**config.mk**
```make
export PLATFORM = sky130hd
export DESIGN_NAME = knn_local_buf_stream_reader
export DESIGN_NICKNAME = d
export VERILOG_FILES = /design/src/rtl/knn_local_buf_stream_reader.sv
export SDC_FILE = /design/constraint.sdc
export NUM_CORES = 1
export LEC_CHECK = 0
export CORE_ASPECT_RATIO = 0.8
export CORE_UTILIZATION = 45
export DETAILED_ROUTE_END_ITERATION = 12
export GPL_TIMING_DRIVEN = 0
export PLACE_DENSITY = 0.75
export SYNTH_ARGS = -nofsm -noshare
export SYNTH_HDL_FRONTEND = slang
export SYNTH_SLANG_ARGS = --single-unit
```
**constraint.sdc**
```tcl
create_clock -name clk -period 16.12 [get_ports clk]
set_input_delay 4.03 -clock clk [delete_from_list [all_inputs] [get_ports clk]]
set_output_delay 4.03 -clock clk [all_outputs]
set_load 0.05 [all_outputs]
```
**src/rtl/knn_local_buf_stream_reader.sv**
```systemverilog
// Streams {base,len} runs of scratchpad words out of a fixed-latency read port with credit-based skid buffering.
// Optional macro KNN_RDR_PERF_EN adds saturating stall / credit-starvation counters.
module knn_local_buf_stream_reader #(
  parameter int DataWidth    = 256,
  parameter int AddressRange = 2048,
  parameter int AddressWidth = 11,
  parameter int RD_LAT       = 2,
  parameter int FIFO_DEPTH   = RD_LAT + 2
) (
  input  logic                    clk,
  input  logic                    reset,
  input  logic                    cmd_valid,
  output logic                    cmd_ready,
  input  logic [AddressWidth-1:0] cmd_base,
  input  logic [AddressWidth:0]   cmd_len,
  output logic [AddressWidth-1:0] address0,
  output logic                    ce0,
  output logic                    we0,
  output logic [DataWidth-1:0]    d0,
  input  logic [DataWidth-1:0]    q0,
  output logic                    m_valid,
  input  logic                    m_ready,
  output logic [DataWidth-1:0]    m_data,
  output logic                    m_last,
  output logic                    busy,
  output logic                    done
`ifdef KNN_RDR_PERF_EN
  ,
  output logic [31:0]             perf_stall_cycles,
  output logic [31:0]             perf_credit_cycles
`endif
);

  localparam int LenW = AddressWidth + 1;
  localparam int CntW = $clog2(FIFO_DEPTH + 1);
  localparam int PtrW = (FIFO_DEPTH > 1) ? $clog2(FIFO_DEPTH) : 1;
  localparam int SumW = $clog2(FIFO_DEPTH + RD_LAT + 2);
  localparam logic [LenW-1:0]         MaxLen   = LenW'(AddressRange);
  localparam logic [AddressWidth-1:0] LastAddr = AddressWidth'(AddressRange - 1);
  localparam logic [PtrW-1:0]         LastPtr  = PtrW'(FIFO_DEPTH - 1);

  typedef enum logic [1:0] {
    ST_IDLE  = 2'd0,
    ST_RUN   = 2'd1,
    ST_DRAIN = 2'd2
  } state_t;

  state_t                state_r;
  state_t                state_nxt_s;
  logic                  ready_r;
  logic [LenW-1:0]       len_r;
  logic [LenW-1:0]       issued_r;
  logic [LenW-1:0]       len_sat_s;
  logic                  accept_s;
  logic                  first_issue_s;
  logic                  issue_s;
  logic                  pending_s;
  logic                  credit_ok_s;
  logic                  last_read_s;
  logic                  pop_s;
  logic                  push_s;
  logic [SumW-1:0]       outstanding_s;
  logic                  ce_last_r;
  logic [RD_LAT-1:0]     vld_pipe_r;
  logic [RD_LAT-1:0]     last_pipe_r;
  logic [DataWidth-1:0]  fifo_data_r [FIFO_DEPTH];
  logic [FIFO_DEPTH-1:0] fifo_last_r;
  logic [PtrW-1:0]       wr_ptr_r;
  logic [PtrW-1:0]       rd_ptr_r;
  logic [CntW-1:0]       fifo_cnt_r;

  function automatic logic [AddressWidth-1:0] addr_inc(input logic [AddressWidth-1:0] a);
    return (a == LastAddr) ? {AddressWidth{1'b0}} : a + AddressWidth'(1);
  endfunction

  function automatic logic [PtrW-1:0] ptr_inc(input logic [PtrW-1:0] p);
    return (p == LastPtr) ? {PtrW{1'b0}} : p + PtrW'(1);
  endfunction

  assign we0       = 1'b0;
  assign d0        = {DataWidth{1'b0}};
  // ready is forced low while reset is held so the port reads 0 during reset and 1 right after
  assign cmd_ready = ready_r & ~reset;
  assign m_valid   = (fifo_cnt_r != {CntW{1'b0}});
  assign m_data    = fifo_data_r[rd_ptr_r];
  assign m_last    = m_valid & fifo_last_r[rd_ptr_r];
  assign pop_s     = m_valid & m_ready;
  assign push_s    = vld_pipe_r[RD_LAT-1];

  // Read issue and credit: outstanding counts the read on ce0, reads in the pipe and buffered words
  always_comb begin
    accept_s      = cmd_valid & cmd_ready;
    len_sat_s     = (cmd_len > MaxLen) ? MaxLen : cmd_len;
    first_issue_s = accept_s && (len_sat_s != {LenW{1'b0}});
    outstanding_s = SumW'(ce0) + SumW'(fifo_cnt_r);
    for (int i = 0; i < RD_LAT; i++) begin
      outstanding_s = outstanding_s + SumW'(vld_pipe_r[i]);
    end
    credit_ok_s = (outstanding_s - SumW'(pop_s)) < SumW'(FIFO_DEPTH);
    pending_s   = (state_r == ST_RUN) && (issued_r < len_r);
    issue_s     = pending_s && credit_ok_s;
    last_read_s = (issued_r == (len_r - LenW'(1)));
  end

  // Next-state logic
  always_comb begin
    state_nxt_s = state_r;
    case (state_r)
      ST_IDLE: begin
        if (first_issue_s) begin
          state_nxt_s = (len_sat_s == LenW'(1)) ? ST_DRAIN : ST_RUN;
        end else begin
          state_nxt_s = ST_IDLE;
        end
      end
      ST_RUN: begin
        if (issue_s && last_read_s) begin
          state_nxt_s = ST_DRAIN;
        end else begin
          state_nxt_s = ST_RUN;
        end
      end
      ST_DRAIN: begin
        if (pop_s && m_last) begin
          state_nxt_s = ST_IDLE;
        end else begin
          state_nxt_s = ST_DRAIN;
        end
      end
      default: state_nxt_s = ST_IDLE;
    endcase
  end

  // Control registers: state, status outputs and the memory read port
  always_ff @(posedge clk) begin
    if (reset) begin
      state_r   <= ST_IDLE;
      ready_r   <= 1'b1;
      busy      <= 1'b0;
      done      <= 1'b0;
      ce0       <= 1'b0;
      ce_last_r <= 1'b0;
      address0  <= {AddressWidth{1'b0}};
      len_r     <= {LenW{1'b0}};
      issued_r  <= {LenW{1'b0}};
    end else begin
      state_r <= state_nxt_s;
      ready_r <= (state_nxt_s == ST_IDLE);
      busy    <= (state_nxt_s != ST_IDLE);
      done    <= (accept_s && (len_sat_s == {LenW{1'b0}})) ||
                 ((state_r == ST_DRAIN) && pop_s && m_last);
      ce0     <= first_issue_s | issue_s;
      if (first_issue_s) begin
        address0  <= cmd_base;
        issued_r  <= LenW'(1);
        ce_last_r <= (len_sat_s == LenW'(1));
      end else if (issue_s) begin
        address0  <= addr_inc(address0);
        issued_r  <= issued_r + LenW'(1);
        ce_last_r <= last_read_s;
      end else begin
        ce_last_r <= 1'b0;
      end
      if (accept_s) begin
        len_r <= len_sat_s;
      end
    end
  end

  // Inflight tracking; clearing it on reset discards any q0 words still in flight
  always_ff @(posedge clk) begin
    if (reset) begin
      vld_pipe_r  <= {RD_LAT{1'b0}};
      last_pipe_r <= {RD_LAT{1'b0}};
    end else begin
      vld_pipe_r[0]  <= ce0;
      last_pipe_r[0] <= ce0 & ce_last_r;
      for (int i = 1; i < RD_LAT; i++) begin
        vld_pipe_r[i]  <= vld_pipe_r[i-1];
        last_pipe_r[i] <= last_pipe_r[i-1];
      end
    end
  end

  // Skid FIFO pointers, occupancy and last flags
  always_ff @(posedge clk) begin
    if (reset) begin
      wr_ptr_r    <= {PtrW{1'b0}};
      rd_ptr_r    <= {PtrW{1'b0}};
      fifo_cnt_r  <= {CntW{1'b0}};
      fifo_last_r <= {FIFO_DEPTH{1'b0}};
    end else begin
      if (push_s) begin
        fifo_last_r[wr_ptr_r] <= last_pipe_r[RD_LAT-1];
        wr_ptr_r              <= ptr_inc(wr_ptr_r);
      end
      if (pop_s) begin
        rd_ptr_r <= ptr_inc(rd_ptr_r);
      end
      case ({push_s, pop_s})
        2'b10:   fifo_cnt_r <= fifo_cnt_r + CntW'(1);
        2'b01:   fifo_cnt_r <= fifo_cnt_r - CntW'(1);
        default: fifo_cnt_r <= fifo_cnt_r;
      endcase
    end
  end

  // Skid FIFO data storage
  always_ff @(posedge clk) begin
    if (push_s) begin
      fifo_data_r[wr_ptr_r] <= q0;
    end
  end

`ifdef KNN_RDR_PERF_EN
  // Saturating performance counters, restarted by every accepted command
  always_ff @(posedge clk) begin
    if (reset || accept_s) begin
      perf_stall_cycles  <= 32'd0;
      perf_credit_cycles <= 32'd0;
    end else begin
      if (m_valid && !m_ready && (perf_stall_cycles != 32'hFFFF_FFFF)) begin
        perf_stall_cycles <= perf_stall_cycles + 32'd1;
      end
      if (pending_s && !credit_ok_s && (perf_credit_cycles != 32'hFFFF_FFFF)) begin
        perf_credit_cycles <= perf_credit_cycles + 32'd1;
      end
    end
  end
`endif

endmodule
```
==> metrics.yaml, run 1 <==
async_reset_ff_share_pct: 0
ys_ff_latch: 1083
rows: 100
rsz0062_at_grt: "false"
ctsHtreeMaxLevel: 3
fin_ws_ps: 6220
crit_path_start_kind: "input port"
fp.dieH_um: 276
num_vias: 21600
cts-buffers-inserted: 102
hold_path.class: "register to register"
finalPower_uw: 6210
clkTransAtPathRegs_ps: 60
ant_nets: 0
yosys.area.top_type: "edfxtp_1"
synth_area_sq_mm: 0.0422
gr-usage-all-layers_pct: 19.3
synth_commonest_cells: "edfxtp_1 (1,024), buf_4 (257), mux4_2 (257)"
dp_hpwl_um: 64300
fin_crit_sh_pct: 61.4
endpoint_kind: "output port"
slew_violations: 0
leakagePower_uw: 0.0181
ctsResizeCount: 0
place.gp.congestion: 0.825
hold_viol: 0
drcViolationCount: 0
die_area_sq_mm: 0.0949
synth_ff_type: "edfxtp_1"
period_needed_ps: 9900
synth_top_area_share_pct: 72.9
hold_buffers: 0
portBuffers: 554
cts_sinks: 1083
fp.dieW_um: 344
overflow: 0
grt_antenna_before_repair: 24
worstMarginPinSlew_ps: 1350
place_ws_ps: 6220
post-cts-setup-buffers: 0
routedWlPerCell_um: 22.3
synth_edf_count: 1024
dr.pass1.iters: 5
synth_top_cells_by_area: "edfxtp_1 (73%), mux4_2 (14%), buf_4 (4.6%)"
irDropWorstVdd_mv: 0.0940
drt_iter0_markers: 1239
routed_wirelength_um: 95100
synthCells: 2010
core_area_sq_mm: 0.0930
syn_area_per_cell_sq_um: 21.0
synth-seq-area-share_pct: 75.7
fin_hold_ws_ps: 435
drive_gt1_share_pct: 23.2
p_per_area_mw_per_mm2: 115
grt_pass1_wl_um: 136000
initial_core_util_pct: 45.4
cts_buffer_depth: 3
clock_skew_ps: 33.8
required_ps: 12090
syn_to_final_growth_pct: 28.5
slew-limit-headroom_pct: 9.87
ys_types: 61
worstPathArrival_ps: 5870
fin_nets: 3253
yosysWarnings: 0
cts_tree: "built"
ios: 813
drv_cap: 0
setup_viol_count_final: 0
grt_pass1_vias: 21800
crit_path_max_fanout: 10
path_class: "input port to output port"
tns_ps: 0
status: "complete, no violations"
clk_latency_ps: 680
synth.most_common_cell: "edfxtp_1"
clock.fmax_mhz: 101
vias_per_cell: 5.06
clock-root-buffer: "clkbuf_16"
grt_max_degree: 60
-- cell families (layout without fill, tap and decap cells) --
logic type,Yosys count,after routing,share of synthesized area [%]
AO/OA/AOI/OAI,90,90,1.46
XOR/XNOR,22,22,0.490
adder cells (fa/ha/maj),26,26,0.807
buffers and inverters,359,1122,5.50
flip-flops,1083,1083,75.7
multiplexers,260,260,13.8
other,1,270,0.00889
AND/OR/NAND/NOR,169,169,2.20
-- report_power, final --
| part | switching [uW] | total (uW) | internal (uW) |
|---|---|---|---|
| registers | 11.5 | 3110 | 3100 |
| logic | 451 | 713 | 262 |
| clock network | 1040 | 2390 | 1350 |
| total | 1500 | 6210 | 4710 |
-- metrics by stage --
step / std cells / instance area, sq um / util [%]
after floorplan: 2266 / 43100 / -
after global placement: 4044 / 50200 / 54.0
after detailed placement: 4064 / 50700 / 54.6
after CTS: 4253 / 54100 / 58.2
after global routing: 4260 / 54200 / 58.3
final: 4266 / 54200 / 58.3
-- critical path, stage by stage --
cell	delay, ps
clkdlybuf4s50_1	530
clkbuf_1	280
nor2b_1	190
clkdlybuf4s50_1	820
-- worst paths after layout --
path                               startpoint            end  slack, ps  cells after the start
worst max register to register  fifo_cnt_r[0]    issued_r[8]      11570                     16
worst min-delay path            vld_pipe_r[0]  vld_pipe_r[1]        440                      2
worst min register to register  vld_pipe_r[0]  vld_pipe_r[1]        440                      2
worst max-delay path                    reset      cmd_ready       6220                      4
-- cells in the final DEF, fill, tap and decap left out, types with 27 or more instances in the layout --
cell type,n
edfxtp_1,1024
clkdlybuf4s50_1,554
mux4_2,257
buf_4,257
conb_1,257
clkbuf_16,104
dfxtp_1,59
clkbuf_1,54
buf_1,37
nor2_1,35
a21oi_1,32
nand2_1,29
inv_1,27
-- state kept, by name, summed over array words and instances, names as in the netlist, named ones only --
name / flops
fifo_cnt_r: 3
issued_r: 12
fifo_data_r: 1024
last_pipe_r: 2
vld_pipe_r: 2
len_r: 12
wr_ptr_r: 2
rd_ptr_r: 2
fifo_last_r: 4
ce0: 1
done: 1
state_r: 2
busy: 1
ready_r: 1
ce_last_r: 1
address0: 11
-- per-layer routing --
metal	vias to the layer above	GRT usage [%]	wire length, um
met5	-	0	130
met4	20	6.00	2420
met3	169	6.74	9470
met2	787	31.9	47700
met1	11100	23.9	35400
li1	9548	-	-
-- layout make-up --
cell class	count	area, sq um
Inverter	27	101
Timing Repair Buffer	574	6080
Antenna cell	13	32.5
Buffer	332	2220
Clock inverter	64	692
Tap cell	1224	1530
Fill cell	6676	38800
Multi-Input combinational cell	824	8880
Clock buffer	125	2710
Sequential cell	1083	31900
Note: power is estimated with default switching activity, not from simulation.
==> inputs of run 2 (changes only) <==
Clock period 16.12 ns to 9.3 ns, I/O delays scaled along.
==> results of run 2 <==
Same layout as run 1 (identical final DEF). Status: complete, no violations.
Main changes from that run: setup slack after placement 6220 ps -> 2810 ps; setup slack after layout 6220 ps -> 2560 ps; end point of the critical path cmd_ready -> m_data[164]; register-to-register setup slack 11570 ps -> 4750 ps; total power 6210 uW -> 10800 uW; worst IR drop on VDD 0.0940 mV -> 0.163 mV
